**src/rtl/multiciclo_control.sv**
```systemverilog
// Main control FSM for the multicycle MIPS datapath, with retired-fetch counter and illegal flag.
// Define IMM_LOGIC_EN to decode andi/ori/slti; otherwise they are illegal and ExtZero is tied 0.
module multiciclo_control #(
    parameter int unsigned COUNT_W = 16
) (
    input  logic               clk,
    input  logic               rst_n,
    input  logic [5:0]         Op,
    input  logic               MemReady,
    output logic               PCWrite,
    output logic               IRWrite,
    output logic               MemWrite,
    output logic               RegWrite,
    output logic               Branch,
    output logic               IorD,
    output logic               ALUSrcA,
    output logic               RegDst,
    output logic               MemtoReg,
    output logic               ExtZero,
    output logic [1:0]         ALUSrcB,
    output logic [1:0]         PCSrc,
    output logic [2:0]         ALUOp,
    output logic [3:0]         State,
    output logic               Illegal,
    output logic [COUNT_W-1:0] InstrCount
);

    typedef enum logic [3:0] {
        StFetch   = 4'd0,
        StDecode  = 4'd1,
        StMemAdr  = 4'd2,
        StMemRd   = 4'd3,
        StMemWb   = 4'd4,
        StMemWr   = 4'd5,
        StExecute = 4'd6,
        StAluWb   = 4'd7,
        StBranch  = 4'd8,
        StAddiEx  = 4'd9,
        StImmWb   = 4'd10,
        StJump    = 4'd11,
        StAndiEx  = 4'd12,
        StOriEx   = 4'd13,
        StSltiEx  = 4'd14
    } state_e;

    localparam logic [5:0] OpRtype = 6'b000000;
    localparam logic [5:0] OpLw    = 6'b100011;
    localparam logic [5:0] OpSw    = 6'b101011;
    localparam logic [5:0] OpBeq   = 6'b000100;
    localparam logic [5:0] OpAddi  = 6'b001000;
    localparam logic [5:0] OpJ     = 6'b000010;
`ifdef IMM_LOGIC_EN
    localparam logic [5:0] OpAndi  = 6'b001100;
    localparam logic [5:0] OpOri   = 6'b001101;
    localparam logic [5:0] OpSlti  = 6'b001010;
`endif

    state_e             state_q, state_d;
    logic [5:0]         op_q;
    logic               illegal_q, illegal_d;
    logic [COUNT_W-1:0] count_q;

    always_ff @(posedge clk or negedge rst_n) begin
        if (!rst_n) begin
            state_q   <= StFetch;
            illegal_q <= 1'b0;
        end else begin
            state_q   <= state_d;
            illegal_q <= illegal_d;
        end
    end

    // Opcode is held so MEMADR can pick lw/sw after the IR input moves on.
    always_ff @(posedge clk or negedge rst_n) begin
        if (!rst_n) begin
            op_q    <= '0;
            count_q <= '0;
        end else begin
            if (state_q == StDecode) op_q <= Op;
            if (state_q == StFetch && MemReady) count_q <= count_q + COUNT_W'(1);
        end
    end

    always_comb begin
        state_d   = state_q;
        illegal_d = 1'b0;
        case (state_q)
            StFetch:   if (MemReady) state_d = StDecode;
            StDecode: begin
                case (Op)
                    OpLw, OpSw: state_d = StMemAdr;
                    OpRtype:    state_d = StExecute;
                    OpBeq:      state_d = StBranch;
                    OpAddi:     state_d = StAddiEx;
                    OpJ:        state_d = StJump;
`ifdef IMM_LOGIC_EN
                    OpAndi:     state_d = StAndiEx;
                    OpOri:      state_d = StOriEx;
                    OpSlti:     state_d = StSltiEx;
`endif
                    default: begin
                        state_d   = StFetch;
                        illegal_d = 1'b1;
                    end
                endcase
            end
            StMemAdr:  state_d = (op_q == OpSw) ? StMemWr : StMemRd;
            StMemRd:   if (MemReady) state_d = StMemWb;
            StMemWr:   if (MemReady) state_d = StFetch;
            StExecute: state_d = StAluWb;
            StAddiEx, StAndiEx, StOriEx, StSltiEx: state_d = StImmWb;
            default:   state_d = StFetch;
        endcase
    end

    always_comb begin
        PCWrite  = 1'b0;
        IRWrite  = 1'b0;
        MemWrite = 1'b0;
        RegWrite = 1'b0;
        Branch   = 1'b0;
        IorD     = 1'b0;
        ALUSrcA  = 1'b0;
        RegDst   = 1'b0;
        MemtoReg = 1'b0;
        ExtZero  = 1'b0;
        ALUSrcB  = 2'b00;
        PCSrc    = 2'b00;
        ALUOp    = 3'b000;
        case (state_q)
            StFetch: begin
                // Gated by rst_n so a held reset never writes PC/IR.
                PCWrite = MemReady & rst_n;
                IRWrite = MemReady & rst_n;
                ALUSrcB = 2'b01;
            end
            StDecode:  ALUSrcB = 2'b11;
            StMemAdr: begin
                ALUSrcA = 1'b1;
                ALUSrcB = 2'b10;
            end
            StMemRd:   IorD = 1'b1;
            StMemWb: begin
                MemtoReg = 1'b1;
                RegWrite = 1'b1;
            end
            StMemWr: begin
                IorD     = 1'b1;
                MemWrite = 1'b1;
            end
            StExecute: begin
                ALUSrcA = 1'b1;
                ALUOp   = 3'b010;
            end
            StAluWb: begin
                RegDst   = 1'b1;
                RegWrite = 1'b1;
            end
            StBranch: begin
                ALUSrcA = 1'b1;
                ALUOp   = 3'b001;
                PCSrc   = 2'b01;
                Branch  = 1'b1;
            end
            StAddiEx, StSltiEx: begin
                ALUSrcA = 1'b1;
                ALUSrcB = 2'b10;
                ALUOp   = (state_q == StSltiEx) ? 3'b111 : 3'b000;
            end
            StAndiEx, StOriEx: begin
                ALUSrcA = 1'b1;
                ALUSrcB = 2'b10;
                ALUOp   = (state_q == StAndiEx) ? 3'b100 : 3'b110;
`ifdef IMM_LOGIC_EN
                ExtZero = 1'b1;
`endif
            end
            StImmWb:   RegWrite = 1'b1;
            StJump: begin
                PCSrc   = 2'b10;
                PCWrite = 1'b1;
            end
            default: ;
        endcase
    end

    assign State      = state_q;
    assign Illegal    = illegal_q;
    assign InstrCount = count_q;

endmodule

```
**config.mk**
```make
export PLATFORM = sky130hd
export DESIGN_NAME = multiciclo_control
export DESIGN_NICKNAME = d
export VERILOG_FILES = /design/src/rtl/multiciclo_control.sv
export SDC_FILE = /design/constraint.sdc
export NUM_CORES = 1
export LEC_CHECK = 0
export ABC_AREA = 1
export ABC_CLOCK_PERIOD_IN_PS = 2800
export BUFFER_PORTS_ARGS = -buffer_cell sky130_fd_sc_hd__clkbuf_2
export CAP_MARGIN = 20
export CORE_UTILIZATION = 51
export DETAILED_ROUTE_END_ITERATION = 8
export PLACE_DENSITY_LB_ADDON = 0.05
export SLEW_MARGIN = 10
export SYNTH_ARGS = -nofsm -noshare
export SYNTH_HDL_FRONTEND = slang
export SYNTH_SLANG_ARGS = --single-unit
```
**constraint.sdc**
```tcl
create_clock -name clk -period 2.8 [get_ports clk]
set_input_delay 0.56 -clock clk [delete_from_list [all_inputs] [get_ports clk]]
set_output_delay 0.56 -clock clk [all_outputs]
set_load 0.02 [all_outputs]
```
==> impl_metrics.json <==
{
  "status": "complete, no violations",
  "htree_levels": 1,
  "syn_inst": 239,
  "hpwlAfterDp_um": 2670,
  "yosysTopAreaCell": "dfrtp_1",
  "synthMostInstantiatedCell": "nand2_1",
  "grt_max_degree": 28,
  "diodes": 0,
  "p_int_w": 0.000803,
  "post-place-ws_ns": 0.762,
  "cts_buffer_depth": 2,
  "start_kind": "register",
  "wl_per_cell_um": 10.5,
  "grt_first_pass_wirelength_um": 5950,
  "switching_share_pct": 49.1,
  "fin_nets": 296,
  "period_minus_slack_ns": 2.37,
  "cts_root_buf": "clkbuf_4",
  "vdd.ir_drop.worst_uv": 341,
  "drv_slew": 0,
  "postCtsHoldBufs": 0,
  "fin_crit_sh_pct": 84.5,
  "via_per_inst": 4.84,
  "synthArstFlopShare_pct": 100,
  "chipHeight_um": 58.8,
  "wl_um": 3460,
  "setup_viol": 0,
  "synth_area_leaders": "dfrtp_1, nand2_1, nor2_1",
  "hold_path_class": "in2async",
  "arrival_ns": 1.81,
  "ys_types": 23,
  "cts_buffers": 3,
  "gp_congestion": 0.921,
  "cp_max_fo": 12,
  "p_per_area_nw_per_um2": 820,
  "path_class": "reg2out",
  "drtPass1Iterations": 4,
  "clock_sinks": 27,
  "combPwrFrac_pct": 51.3,
  "synth_top_area_share_pct": 41.1,
  "seqPwrFrac_pct": 37.9,
  "leakage_nw": 1.07,
  "synth-seq-area-share_pct": 41.1,
  "grtUsageTotal_pct": 22.2,
  "p_sw_w": 0.000774,
  "path_cells": "nor2_2 -> nand2_2 -> nor2_4 -> inv_2 -> o22ai_1 -> clkbuf_2",
  "portBuffers": 45,
  "required_ns": 2.24,
  "finalSetupTns_ns": 0,
  "max_stage_delay_ns": 0.48,
  "synth-seq-cells": 27,
  "path_clk_slew_ns": 0.15,
  "syn2layout_area_growth_pct": 16.9,
  "timing.fmax_mhz": 423,
  "synth_flop_cell": "dfrtp_1",
  "max-cap-violations": 0,
  "postCtsSetupRepairBufs": 0,
  "fin_worst_skew_ns": 0.00690,
  "drtIter0Drc": 122,
  "core_area_um2": 3050,
  "grt_pass1_vias": 1393,
  "syn_nets": 249,
  "drive_gt1_share_pct": 20.7,
  "cts_tree": "done",
  "post_cts_resized": 0,
  "cp-end-kind": "primary output",
  "gr-total-overflow": 0,
  "fin_ws_ns": 0.434,
  "synth_edf_count": 0,
  "syn_area_per_cell_um2": 6.88,
  "start_util_pct": 53.9,
  "num_vias": 1591,
  "ys.warnings.count": 0,
  "cp_slowest_cell": "dfrtp_1",
  "drc": 0,
  "syn_area_um2": 1640,
  "dieArea_um2": 3450,
  "yosys-top-cells-count": "nand2_1, nor2_1, inv_1",
  "antenna_left": 0,
  "antenna_found_initial": 0,
  "clockPowerShare_pct": 10.8,
  "rsz0062_at_grt": "false",
  "num_rows": 20,
  "hold_viol_final": 0,
  "fin_total_pwr_w": 0.00158,
  "io_pins": 47,
  "die_x_um": 58.8,
  "clk_latency_ns": 0.33
}
==> logic make-up after synthesis <==
logic type,share of synthesized area [%]
other,0.228
DFF,41.1
AOI/OAI and AO/OA,5.78
xor gates and xnor gates,4.26
buffers and inverters,9.59
adders and majority gates,0.761
and+or+nand+nor,38.3
==> critical path: cells and delay by family (launching register included) <==
kind	cells	cell delay [ns]
AO/OA/AOI/OAI	1	0.13
buffers and inverters	2	0.33
flip-flops	1	0.48
AND/OR/NAND/NOR	3	0.55
==> power by group through the flow <==
stage	sequential [W]	combinational [W]	clock, W
2_1_floorplan	0.000669	0.000528	0
3_3_place_gp	0.000600	0.000800	0
3_5_place_dp	0.000606	0.000806	0
4_1_cts	0.000597	0.000809	0.000174
5_1_grt	0.000618	0.000902	0.000188
6_report	0.000597	0.000809	0.000171
==> cell usage in the layout (no fill, tap or decap), types with 2 or more instances in the layout <==
cell / instances
nor2_4: 2
nand3_1: 15
o21ai_0: 13
clkbuf_2: 45
o22ai_1: 2
inv_1: 31
clkbuf_4: 3
nor2_1: 36
a21oi_1: 2
dfrtp_1: 27
xor2_1: 4
nand4_1: 6
nor2_2: 4
xnor2_1: 4
nand2_1: 81
==> state kept, by name, summed over array words and instances, names as in the netlist <==
signal,count
Illegal,1
InstrCount,16
State,4
op_q,6
==> metrics by stage <==
| step | cells | utilization [%] | cell area (um2) | hold WS (ns) |
|---|---|---|---|---|
| after global placement | 325 | 62.0 | 1890 | 0.461 |
| final | 329 | 63.0 | 1920 | 0.209 |
| after global routing | 329 | 63.0 | 1920 | 0.234 |
| after detailed placement | 325 | 62.0 | 1890 | 0.468 |
| after CTS | 329 | 63.0 | 1920 | 0.222 |
| after floorplan | 239 | - | 1640 | 0.264 |
==> worst paths after layout <==
path / slack, ns / cells past startpoint / startpoint / end
worst max-delay path: 0.43 / 6 / State[0] / PCWrite
worst min-delay path: 0.21 / 2 / rst_n / InstrCount[4]
worst max register to register: 1.16 / 8 / InstrCount[0] / InstrCount[12]
worst min register to register: 0.50 / 2 / op_q[0] / op_q[0]
max in group asynchronous: 2.33 / 2 / rst_n / op_q[3]
min in group clk: 0.47 / 3 / Op[4] / op_q[4]
==> layout make-up <==
class | count | area, um2
Inverter | 32 | 120
Clock inverter | 1 | 5.00
Sequential cell | 27 | 676
Fill cell | 300 | 1130
Tap cell | 44 | 55.1
Multi-Input combinational cell | 176 | 811
Timing Repair Buffer | 46 | 233
Clock buffer | 3 | 22.5
==> routing by layer <==
metal  global-route usage [%]  share of wire [%]  routed length [um]  up-vias
met4                     5.44               0.69                  24        0
met1                     31.4                 50                1730      695
li1                         -                  -                   -      829
met2                     36.0                 43                1470       63
met3                     3.08                6.6                 229        4
met5                        0                  0                   0        -
Power figures use the tool's default switching activity.
